### src/rtl/calendar_date_feeder_pkg.sv
// Shared definitions for the calendar date feeder.
//   - Command codes driven on cmd_out towards the day stage.
//   - Sequencer state encoding.
//   - days_in_month(): Gregorian month length, leap rule included.
package calendar_date_feeder_pkg;

    localparam logic [7:0] CMD_NONE     = 8'h00;
    localparam logic [7:0] CMD_WR_YEAR  = 8'h05;
    localparam logic [7:0] CMD_WR_MONTH = 8'h09;
    localparam logic [7:0] CMD_WR_DATE  = 8'h0D;
    localparam logic [7:0] CMD_RD_DAY   = 8'h03;

    typedef enum logic [2:0] {
        IDLE     = 3'd0,
        WR_YEAR  = 3'd1,
        WR_MONTH = 3'd2,
        WR_DATE  = 3'd3,
        RD_DAY   = 3'd4,
        CAPTURE  = 3'd5
    } state_t;

    // Month values outside 1..12 fall into the 31-day default; callers
    // validate the month range separately.
    function automatic logic [4:0] days_in_month(input logic [15:0] y,
                                                 input logic [15:0] m);
        logic leap;
        leap = ((y[1:0] == 2'd0) && ((y % 16'd100) != 16'd0)) ||
               ((y % 16'd400) == 16'd0);
        case (m)
            16'd4, 16'd6, 16'd9, 16'd11: days_in_month = 5'd30;
            16'd2:                       days_in_month = leap ? 5'd29 : 5'd28;
            default:                     days_in_month = 5'd31;
        endcase
    endfunction

endpackage

### src/rtl/calendar_date_feeder_if.sv
// Bus bundle of the calendar date feeder.
//   master: drives tick/load requests and returns day_in (software + day stage side)
//   slave : the feeder itself; drives command/data bus and date/status outputs
interface calendar_date_feeder_if;
    logic        day_tick;
    logic        load;
    logic [15:0] load_year;
    logic [15:0] load_month;
    logic [15:0] load_date;
    logic [7:0]  cmd_out;
    logic [15:0] data_out;
    logic [15:0] day_in;
    logic [15:0] year;
    logic [15:0] month;
    logic [15:0] date;
    logic [2:0]  day_of_week;
    logic        dow_valid;
    logic        busy;
    logic        load_err;

    modport master (
        output day_tick, load, load_year, load_month, load_date, day_in,
        input  cmd_out, data_out, year, month, date, day_of_week,
               dow_valid, busy, load_err
    );

    modport slave (
        input  day_tick, load, load_year, load_month, load_date, day_in,
        output cmd_out, data_out, year, month, date, day_of_week,
               dow_valid, busy, load_err
    );
endinterface

### src/rtl/calendar_date_feeder_date_reg.sv
// calendar_date_reg: holds the current year/month/date, validates loads and
// advances one day per tick, wrapping YEAR_MAX-12-31 to YEAR_MIN-01-01.
//   clk, reset          : clock, async active-high reset
//   day_tick, load      : one-cycle requests (load wins when both are high)
//   load_year/month/date: candidate date for load
//   year, month, date   : current date (registered)
//   load_err            : one-cycle pulse after a rejected load
//   update              : combinational, high in the cycle an update is accepted
module calendar_date_reg
    import calendar_date_feeder_pkg::*;
#(
    parameter logic [15:0] YEAR_MIN     = 16'd1900,
    parameter logic [15:0] YEAR_MAX     = 16'd2019,
    parameter logic [15:0] RESET_YEAR   = 16'd2000,
    parameter logic [15:0] RESET_MONTH  = 16'd1,
    parameter logic [15:0] RESET_DATE   = 16'd1
) (
    input  logic        clk,
    input  logic        reset,
    input  logic        day_tick,
    input  logic        load,
    input  logic [15:0] load_year,
    input  logic [15:0] load_month,
    input  logic [15:0] load_date,
    output logic [15:0] year,
    output logic [15:0] month,
    output logic [15:0] date,
    output logic        load_err,
    output logic        update
);

    logic [15:0] dim_cur;
    logic [15:0] dim_load;
    logic        load_ok;

    assign dim_cur  = {11'd0, days_in_month(year, month)};
    assign dim_load = {11'd0, days_in_month(load_year, load_month)};

    assign load_ok = (load_year  >= YEAR_MIN) && (load_year  <= YEAR_MAX) &&
                     (load_month >= 16'd1)    && (load_month <= 16'd12)   &&
                     (load_date  >= 16'd1)    && (load_date  <= dim_load);

    // A load request masks a same-cycle tick even when the load is rejected.
    assign update = (load && load_ok) || (!load && day_tick);

    always_ff @(posedge clk or posedge reset) begin
        if (reset) begin
            year     <= RESET_YEAR;
            month    <= RESET_MONTH;
            date     <= RESET_DATE;
            load_err <= 1'b0;
        end else begin
            load_err <= load && !load_ok;
            if (load) begin
                if (load_ok) begin
                    year  <= load_year;
                    month <= load_month;
                    date  <= load_date;
                end
            end else if (day_tick) begin
                if (date < dim_cur) begin
                    date <= date + 16'd1;
                end else begin
                    date <= 16'd1;
                    if (month < 16'd12) begin
                        month <= month + 16'd1;
                    end else begin
                        month <= 16'd1;
                        year  <= (year >= YEAR_MAX) ? YEAR_MIN : year + 16'd1;
                    end
                end
            end
        end
    end

endmodule

### src/rtl/calendar_date_feeder.sv
// calendar_date_feeder: keeps the calendar date and, after every change,
// writes year/month/date to the day stage, reads the day code back and
// registers it for software.
//   clk, reset : clock, async active-high reset
//   bus        : slave side of calendar_date_feeder_if (requests in, command
//                bus / date / day_of_week / dow_valid / busy / load_err out)
module calendar_date_feeder
    import calendar_date_feeder_pkg::*;
#(
    parameter logic [15:0] YEAR_MIN      = 16'd1900,
    parameter logic [15:0] YEAR_MAX      = 16'd2019,
    parameter logic [15:0] RESET_YEAR    = 16'd2000,
    parameter logic [15:0] RESET_MONTH   = 16'd1,
    parameter logic [15:0] RESET_DATE    = 16'd1,
    parameter int          SETTLE_CYCLES = 2
) (
    input  logic                 clk,
    input  logic                 reset,
    calendar_date_feeder_if.slave bus
);

    localparam logic [7:0] SETTLE_LAST = 8'(SETTLE_CYCLES - 1);

    state_t      state, state_nx;
    logic [7:0]  settle_cnt;
    logic        pending;
    logic        update;
    logic [15:0] day_hold;
    logic [2:0]  dow_q;
    logic        dow_valid_q;
    logic [15:0] year, month, date;
    logic [7:0]  cmd;
    logic [15:0] data;
    logic        busy;

    calendar_date_reg #(
        .YEAR_MIN    (YEAR_MIN),
        .YEAR_MAX    (YEAR_MAX),
        .RESET_YEAR  (RESET_YEAR),
        .RESET_MONTH (RESET_MONTH),
        .RESET_DATE  (RESET_DATE)
    ) u_date (
        .clk        (clk),
        .reset      (reset),
        .day_tick   (bus.day_tick),
        .load       (bus.load),
        .load_year  (bus.load_year),
        .load_month (bus.load_month),
        .load_date  (bus.load_date),
        .year       (year),
        .month      (month),
        .date       (date),
        .load_err   (bus.load_err),
        .update     (update)
    );

    always_ff @(posedge clk or posedge reset) begin
        if (reset) state <= IDLE;
        else       state <= state_nx;
    end

    // day_in is latched on the last read cycle (the edge entering CAPTURE);
    // the result is published on the edge leaving CAPTURE. An update on any
    // edge wins over a capture on that same edge.
    always_ff @(posedge clk or posedge reset) begin
        if (reset) begin
            settle_cnt  <= 8'd0;
            pending     <= 1'b1;
            day_hold    <= 16'd0;
            dow_q       <= 3'd0;
            dow_valid_q <= 1'b0;
        end else begin
            settle_cnt <= (state == RD_DAY) ? settle_cnt + 8'd1 : 8'd0;
            if (state == RD_DAY && settle_cnt == SETTLE_LAST)
                day_hold <= bus.day_in;
            if (update) begin
                pending     <= 1'b1;
                dow_valid_q <= 1'b0;
            end else begin
                if (state == IDLE && pending)
                    pending <= 1'b0;
                if (state == CAPTURE) begin
                    if (!pending && day_hold <= 16'd6) begin
                        dow_q       <= day_hold[2:0];
                        dow_valid_q <= 1'b1;
                    end else begin
                        dow_valid_q <= 1'b0;
                    end
                end
            end
        end
    end

    always_comb begin
        state_nx = state;
        cmd      = CMD_NONE;
        data     = 16'd0;
        busy     = 1'b1;
        case (state)
            IDLE: begin
                busy = 1'b0;
                if (pending) state_nx = WR_YEAR;
            end
            WR_YEAR: begin
                cmd      = CMD_WR_YEAR;
                data     = year;
                state_nx = WR_MONTH;
            end
            WR_MONTH: begin
                cmd      = CMD_WR_MONTH;
                data     = month;
                state_nx = WR_DATE;
            end
            WR_DATE: begin
                cmd      = CMD_WR_DATE;
                data     = date;
                state_nx = RD_DAY;
            end
            RD_DAY: begin
                cmd = CMD_RD_DAY;
                if (settle_cnt == SETTLE_LAST) state_nx = CAPTURE;
            end
            CAPTURE: state_nx = IDLE;
            default: begin
                busy     = 1'b0;
                state_nx = IDLE;
            end
        endcase
    end

    assign bus.cmd_out     = cmd;
    assign bus.data_out    = data;
    assign bus.busy        = busy;
    assign bus.year        = year;
    assign bus.month       = month;
    assign bus.date        = date;
    assign bus.day_of_week = dow_q;
    assign bus.dow_valid   = dow_valid_q;

endmodule

### src/flat_wrapper.sv
// flat-port wrapper written by rule: the top's interface ports become plain ports
module calendar_date_feeder_flat import calendar_date_feeder_pkg::*;
#(
    parameter logic [15:0] YEAR_MIN      = 16'd1900,
    parameter logic [15:0] YEAR_MAX      = 16'd2019,
    parameter logic [15:0] RESET_YEAR    = 16'd2000,
    parameter logic [15:0] RESET_MONTH   = 16'd1,
    parameter logic [15:0] RESET_DATE    = 16'd1,
    parameter int          SETTLE_CYCLES = 2
)
  (clk, reset, bus_day_tick, bus_load, bus_load_year, bus_load_month, bus_load_date, bus_day_in, bus_cmd_out, bus_data_out, bus_year, bus_month, bus_date, bus_day_of_week, bus_dow_valid, bus_busy, bus_load_err);
  calendar_date_feeder_if bus_i ();
  input  logic clk;
  input  logic reset;
  input wire logic [$bits(bus_i.day_tick)-1:0] bus_day_tick;
  input wire logic [$bits(bus_i.load)-1:0] bus_load;
  input wire logic [$bits(bus_i.load_year)-1:0] bus_load_year;
  input wire logic [$bits(bus_i.load_month)-1:0] bus_load_month;
  input wire logic [$bits(bus_i.load_date)-1:0] bus_load_date;
  input wire logic [$bits(bus_i.day_in)-1:0] bus_day_in;
  output wire logic [$bits(bus_i.cmd_out)-1:0] bus_cmd_out;
  output wire logic [$bits(bus_i.data_out)-1:0] bus_data_out;
  output wire logic [$bits(bus_i.year)-1:0] bus_year;
  output wire logic [$bits(bus_i.month)-1:0] bus_month;
  output wire logic [$bits(bus_i.date)-1:0] bus_date;
  output wire logic [$bits(bus_i.day_of_week)-1:0] bus_day_of_week;
  output wire logic [$bits(bus_i.dow_valid)-1:0] bus_dow_valid;
  output wire logic [$bits(bus_i.busy)-1:0] bus_busy;
  output wire logic [$bits(bus_i.load_err)-1:0] bus_load_err;
  assign bus_i.day_tick = bus_day_tick;
  assign bus_i.load = bus_load;
  assign bus_i.load_year = bus_load_year;
  assign bus_i.load_month = bus_load_month;
  assign bus_i.load_date = bus_load_date;
  assign bus_i.day_in = bus_day_in;
  assign bus_cmd_out = bus_i.cmd_out;
  assign bus_data_out = bus_i.data_out;
  assign bus_year = bus_i.year;
  assign bus_month = bus_i.month;
  assign bus_date = bus_i.date;
  assign bus_day_of_week = bus_i.day_of_week;
  assign bus_dow_valid = bus_i.dow_valid;
  assign bus_busy = bus_i.busy;
  assign bus_load_err = bus_i.load_err;
  calendar_date_feeder #(.YEAR_MIN(YEAR_MIN), .YEAR_MAX(YEAR_MAX), .RESET_YEAR(RESET_YEAR), .RESET_MONTH(RESET_MONTH), .RESET_DATE(RESET_DATE), .SETTLE_CYCLES(SETTLE_CYCLES)) u_core (.clk(clk), .reset(reset), .bus(bus_i));
endmodule
### config.mk
export PLATFORM = sky130hd
export DESIGN_NAME = calendar_date_feeder_flat
export DESIGN_NICKNAME = d
export VERILOG_FILES = /design/src/rtl/calendar_date_feeder_pkg.sv /design/src/rtl/calendar_date_feeder_if.sv /design/src/rtl/calendar_date_feeder_date_reg.sv /design/src/rtl/calendar_date_feeder.sv /design/src/flat_wrapper.sv
export SDC_FILE = /design/constraint.sdc
export NUM_CORES = 1
export LEC_CHECK = 0
export CORE_UTILIZATION = 50
export DETAILED_ROUTE_END_ITERATION = 8
export DONT_BUFFER_PORTS = 1
export PLACE_DENSITY = 0.7
export SYNTH_ARGS = -nofsm -noshare
export SYNTH_HDL_FRONTEND = slang
export SYNTH_HIERARCHICAL = 1
export SYNTH_SLANG_ARGS = --single-unit
### constraint.sdc
create_clock -name clk -period 11.8 [get_ports clk]
set_input_delay 2.36 -clock clk [delete_from_list [all_inputs] [get_ports clk]]
set_output_delay 2.36 -clock clk [all_outputs]
set_load 0.02 [all_outputs]
# After elaboration in Yosys (flattened, before gate mapping)

Cells that the tools add are included.
W data, S select, Z words.

Output and inout bits: 78
Input bits: 68
Flip-flop bits (word level): 81
Word-level logic and storage cells: 118

Eq/ne operators: 21
Divide/modulo/power cells: 4
$add $sub $neg: 4
Order comparisons: 10
Bitwise operators: 1
Muxes and demuxes: 31
Reduce and logical (&&, ||, !) cells: 37

Operators with widths:

| operator                | count |
|---|---|
| $mux W16                | 15 |
| $eq A16 B3 Y1 const B   | 4 |
| $eq A16 B4 Y1 const B   | 4 |
| $add A16 B1 Y16 const B | 3 |
| $pmux W16 S3            | 1 |
| $eq A16 B2 Y1 const B   | 2 |
| $ge A16 B1 Y1 const B   | 2 |
| $ge A16 B11 Y1 const B  | 2 |
| $logic_not A16 Y1       | 2 |
| $mod A16 B7 Y16 const B | 2 |
| $mod A16 B9 Y16 const B | 2 |
| $reduce_bool A16 Y1     | 2 |
| $le A16 B11 Y1 const B  | 1 |
| $le A16 B3 Y1 const B   | 1 |
| $le A16 B4 Y1 const B   | 1 |
| $le A16 B5 Y1           | 1 |
| $lt A16 B4 Y1 const B   | 1 |
| $lt A16 B5 Y1           | 1 |
| $pmux W4 S4             | 1 |
| $pmux W3 S5             | 1 |
| $logic_and A1 B1 Y1     | 13 |
| $add A8 B1 Y8 const B   | 1 |
| $eq A8 B1 Y1 const B    | 1 |
| $mux W1                 | 8 |
| other kinds (19)        | 36 |

# Longest topological paths before layout

Depth in word-level cells: 12
Mapped depth: 37

# Hierarchy

Netlist, hierarchy kept.

Modules (own cells, without submodules):

| module               | cells an instance | seq. area each (um2) | area each (um2) | instances |
|---|---|---|---|---|
| calendar_date_reg    | 880               | 1236.2               | 6672.6          | 1 |
| calendar_date_feeder | 169               | 802.0                | 1860.5          | 1 |

# Worst setup path before layout

No wires, ideal clock.

Kind: input port to flip-flop
Start: input port bus_load_year[12]
End: register u_core.dow_q[0], in the netlist u_core/bus.day_of_week[0]
Stages on the path: 33
Data required time: 11.675 ns
Data arrival time: 9.873 ns
Path buffers: 2
Setup time: 0.125 ns
Slack: 1.802 ns
Path through: buf_2 or4_1 o21ai_1 a222oi_1 a2111oi_0 o21ai_1 and4_1 or3_1 and2_1 clkbuf_1 mux2_2 a31oi_2 mux2_2 a211oi_1 nor2_1 a311oi_1 o31a_1 o211ai_1 maj3_1 xnor2_1 mux2i_1 a21oi_1 ha_1 a21oi_1 o21ai_0 nand3_1 nor2_1 a21oi_1 inv_1 nor4bb_1 nand4_1 nor4_2 mux2_2

Word-level cells in the longest chain between the ends: 12
Elaborated cells between the ends (all ways): 20
Those cells by class: div (2); order compare (3); mux (2); bitwise (1); reduce/logical (12)

Ends and longest elaborated chain:

| element                                | RTL line                            | source |
|---|---|---|
| start, declared                        | flat_wrapper.sv:17                  | `input wire logic [$bits(bus_i.load_year)-1:0] bus_load_year;` |
| $mod A16 B7 Y16                        | calendar_date_feeder_pkg.sv:27      | `leap = ((y[1:0] == 2'd0) && ((y % 16'd100) != 16'd0)) \|\|` |
| $reduce_bool A16 Y1                    | calendar_date_feeder_pkg.sv:27      |  |
| $logic_and A1 B1 Y1                    | calendar_date_feeder_pkg.sv:27      |  |
| $logic_or A1 B1 Y1                     | calendar_date_feeder_pkg.sv:27      |  |
| $mux W1                                | calendar_date_feeder_pkg.sv:31      | `16'd2: days_in_month = leap ? 5'd29 : 5'd28;` |
| $pmux W2 S2                            | calendar_date_feeder_pkg.sv:29      | `case (m)` |
| $le A16 B5 Y1                          | calendar_date_feeder_date_reg.sv:41 | `(load_date >= 16'd1) && (load_date <= dim_load);` |
| $logic_and A1 B1 Y1 (*)                | calendar_date_feeder_date_reg.sv:41 |  |
| $logic_and A1 B1 Y1 (*)                | calendar_date_feeder_date_reg.sv:44 | `assign update = (load && load_ok) \|\| (!load && day_tick);` |
| $logic_or A1 B1 Y1 (*)                 | calendar_date_feeder_date_reg.sv:44 |  |
| via u_core.update                      | calendar_date_feeder.sv:27          | `logic update;` |
| $not A1 Y1 (no source line) (*)        | --                                  |  |
| $reduce_and A3 Y1 (no source line) (*) | --                                  |  |
| end signal, assigned                   | calendar_date_feeder.sv:84          | `dow_q <= day_hold[2:0];` |
| end, declared                          | calendar_date_feeder.sv:29          | `logic [2:0] dow_q;` |

The timed path passes the listed nets; every way through them passes the cells marked *.
A chain may end at the register's enable or synchronous reset.

# Final worst setup path

Start: input port bus_load_year[11]
End: register u_core.dow_q[0], in the netlist u_core/bus.day_of_week[0]

The elaborated chain is that of the path after synthesis.

==> results_dict.tcl <==
set metrics [dict create \
    place_inst 1201 \
    initial_utilization_pct 51.3 \
    ys_ff_latch 81 \
    clk_latency_ps 340 \
    run_status "finished clean" \
    core_area_um2 16600 \
    multi_input_area_um2 5960 \
    first_global_vias 7296 \
    post_cts.repair.setup_buffers 0 \
    vias 8327 \
    tns_ps 0 \
    track_usage_pct 27.4 \
    layout.cells.non_filler 1217 \
    holdWs_ps 505 \
    final_nets 1072 \
    portBuffers 0 \
    worst_slew_pin_slew_ps 1130 \
    final-seq-area_um2 2040 \
    num_rows 47 \
    hold_violations 0 \
    crit_family "compound AO/OA/AOI/OAI gates" \
    cts_hold_buffers 0 \
    wl_per_cell_um 20.2 \
    p_leak_nw 3.47 \
    drt-initial-drc-count 779 \
    skew_ps 7.07 \
    num_antenna_cells 0 \
    syn_area_per_cell_um2 8.13 \
    yosys_warnings 6 \
    cts_buffers 9 \
    cts_tree "done" \
    cp-startpoint "bus_load_year[11]" \
    fillers 1579 \
    dp_hpwl_um 18100 \
    routed_wl_um 24600 \
    startpoint_type "input port" \
    syn_to_final_growth_pct 2.70 \
    critical-path-max-stage-delay_ps 630 \
    critPathKind "in2reg" \
    antenna_found_initial 0 \
    ios 146 \
    crit_fanout 25 \
    rsz0062_at_grt "false" \
    hold_start "u_core/day_hold[14]" \
    cts_max_level 3 \
    final_max_slew_viol_count 0 \
    cts-root-buf "clkbuf_16" \
    fin_crit_sh_pct 91.1 \
    relSlewSlack_pct 24.6 \
    die_area_um2 17600 \
    async_flop_share_pct 100 \
    powerDensity_nw_per_um2 234 \
    period_needed_ps 10760 \
    drv_cap 0 \
    drt.antenna.violating_nets 0 \
    ir_worst_vdd_v 0.000162 \
    grt_max_degree 50 \
    cts_buffer_depth 2 \
    gp_congestion 0.961 \
    grt_pass1_wl_um 39000 \
    drive_gt1_share_pct 12.5 \
    r2r-start "u_core/u_date/year[14]" \
    synth-edff-count 0 \
    viasPerCell 6.84 \
    synthesis.area_um2 8530 \
    die_w_um 133 \
    setup_viol 0 \
    drc_errors 0 \
    ys.flop_type "dfrtp_1" \
    layout_common_cells "nor2_1, dfrtp_1, nand2_1" \
    end_kind "flip-flop" \
    path_clk_slew_ps 60 \
    cp_num_buf_inv 2 \
    drtPass1Iterations 6 \
    crit_required_ps 12030 \
    die_h_um 133 \
    grt_overflow 0 \
    hold_path.class "reg2reg" \
    cts_resized 0 \
    final_common_cell "nor2_1" \
    cts.sinks 81 \
    crit_arrival_ps 10980 \
    max_freq_mhz 93.0 \
    ys_seq_area_share_pct 23.9 \
    critPathSlowestCell "o21ai_1" \
    post_synth_num_cell_types 118 \
    syn_inst 1049 \
]
sequential cells by signal (all words and copies together) (netlist names):
signal and flops:
u_core/u_date/date 16, u_core/u_date/load_err 1, u_core/u_date/year 16, u_core/day_hold 16
u_core/bus.dow_valid 1, u_core/settle_cnt 8, u_core/pending 1, u_core/bus.day_of_week 3
u_core/state 3, u_core/u_date/month 16
kinds of logic after synthesis:
group,share of synthesized area (%)
flops,23.9
xor+xnor,2.71
other cells,0.0439
buf+inv,6.39
simple gates,24.6
mux,7.39
fa+ha+maj,1.99
compound gates,33.0
worst paths after layout:
check	end	slack (ps)	cells past startpoint
min reg2reg	u_core/day_hold[14]	510	1
min	u_core/day_hold[14]	510	1
max	u_core/bus.day_of_week[0]	1040	32
max in group asynchronous	u_core/u_date/year[3]	9040	1
min in group asynchronous	u_core/state[2]	1980	2
max reg2reg	u_core/u_date/year[9]	4310	19
per-stage QoR:
| step | utilization, % | worst slack (ps) | total power, mW | cell area [um2] |
|---|---|---|---|---|
| floorplan | - | 1800 | 1.52 | 8540 |
| global placement | 50.8 | 1200 | 1.72 | 8450 |
| detailed placement | 50.8 | 918 | 1.73 | 8450 |
| CTS | 52.7 | 1250 | 2.03 | 8760 |
| global route | 52.7 | 276 | 2.19 | 8760 |
| finish | 52.7 | 1040 | 2.05 | 8760 |
final cells by class:
cell class                 count  area share [%]
clock buffer                  10            2.73
clock inverter                 6           0.842
inverter                      40            1.71
multi-input combinational    857            68.1
sequential                    81            23.3
tap                          220            3.14
timing repair buffer           3           0.257
Yosys cell counts, types with 10 or more instances:
| library cell | count | area (um2) |
|---|---|---|
| mux2_2 | 32 | 360 |
| nand2_1 | 57 | 214 |
| a22oi_1 | 27 | 203 |
| nand3_1 | 45 | 225 |
| o21ai_0 | 47 | 235 |
| dfrtp_1 | 72 | 1800 |
| ha_1 | 12 | 150 |
| o21ai_1 | 13 | 65.1 |
| o211ai_1 | 19 | 143 |
| a211oi_1 | 11 | 82.6 |
| clkbuf_1 | 41 | 154 |
| xnor2_1 | 17 | 149 |
| nor3_1 | 29 | 145 |
| mux2_4 | 10 | 150 |
| and3_1 | 11 | 68.8 |
| buf_2 | 10 | 50.1 |
| nor2b_1 | 23 | 144 |
| nand2b_1 | 12 | 75.1 |
| inv_1 | 36 | 135 |
| nor2_1 | 99 | 372 |
| mux2i_1 | 12 | 120 |
| and2_1 | 23 | 144 |
| a21o_1 | 21 | 158 |
| a21oi_1 | 51 | 255 |
| buf_4 | 10 | 75.1 |
| nor4_1 | 28 | 175 |
| a31oi_1 | 15 | 93.8 |
layer usage:
| layer | up-vias | track usage (%) | share of wire, % |
|---|---|---|---|
| li1 | 3910 | - | - |
| met1 | 3998 | 37.9 | 43 |
| met2 | 393 | 44.2 | 47 |
| met3 | 26 | 5.17 | 8.3 |
| met4 | 0 | 6.45 | 1.3 |
| met5 | - | 0 | 0 |
power breakdown:
part | switching [mW] | internal (mW) | leakage (nW)
registers | 0.163 | 0.343 | 1.04
clock network | 0.121 | 0.173 | 0.148
logic | 0.747 | 0.505 | 2.28
total | 1.03 | 1.02 | 3.47
(Power assumes the default switching activity.)
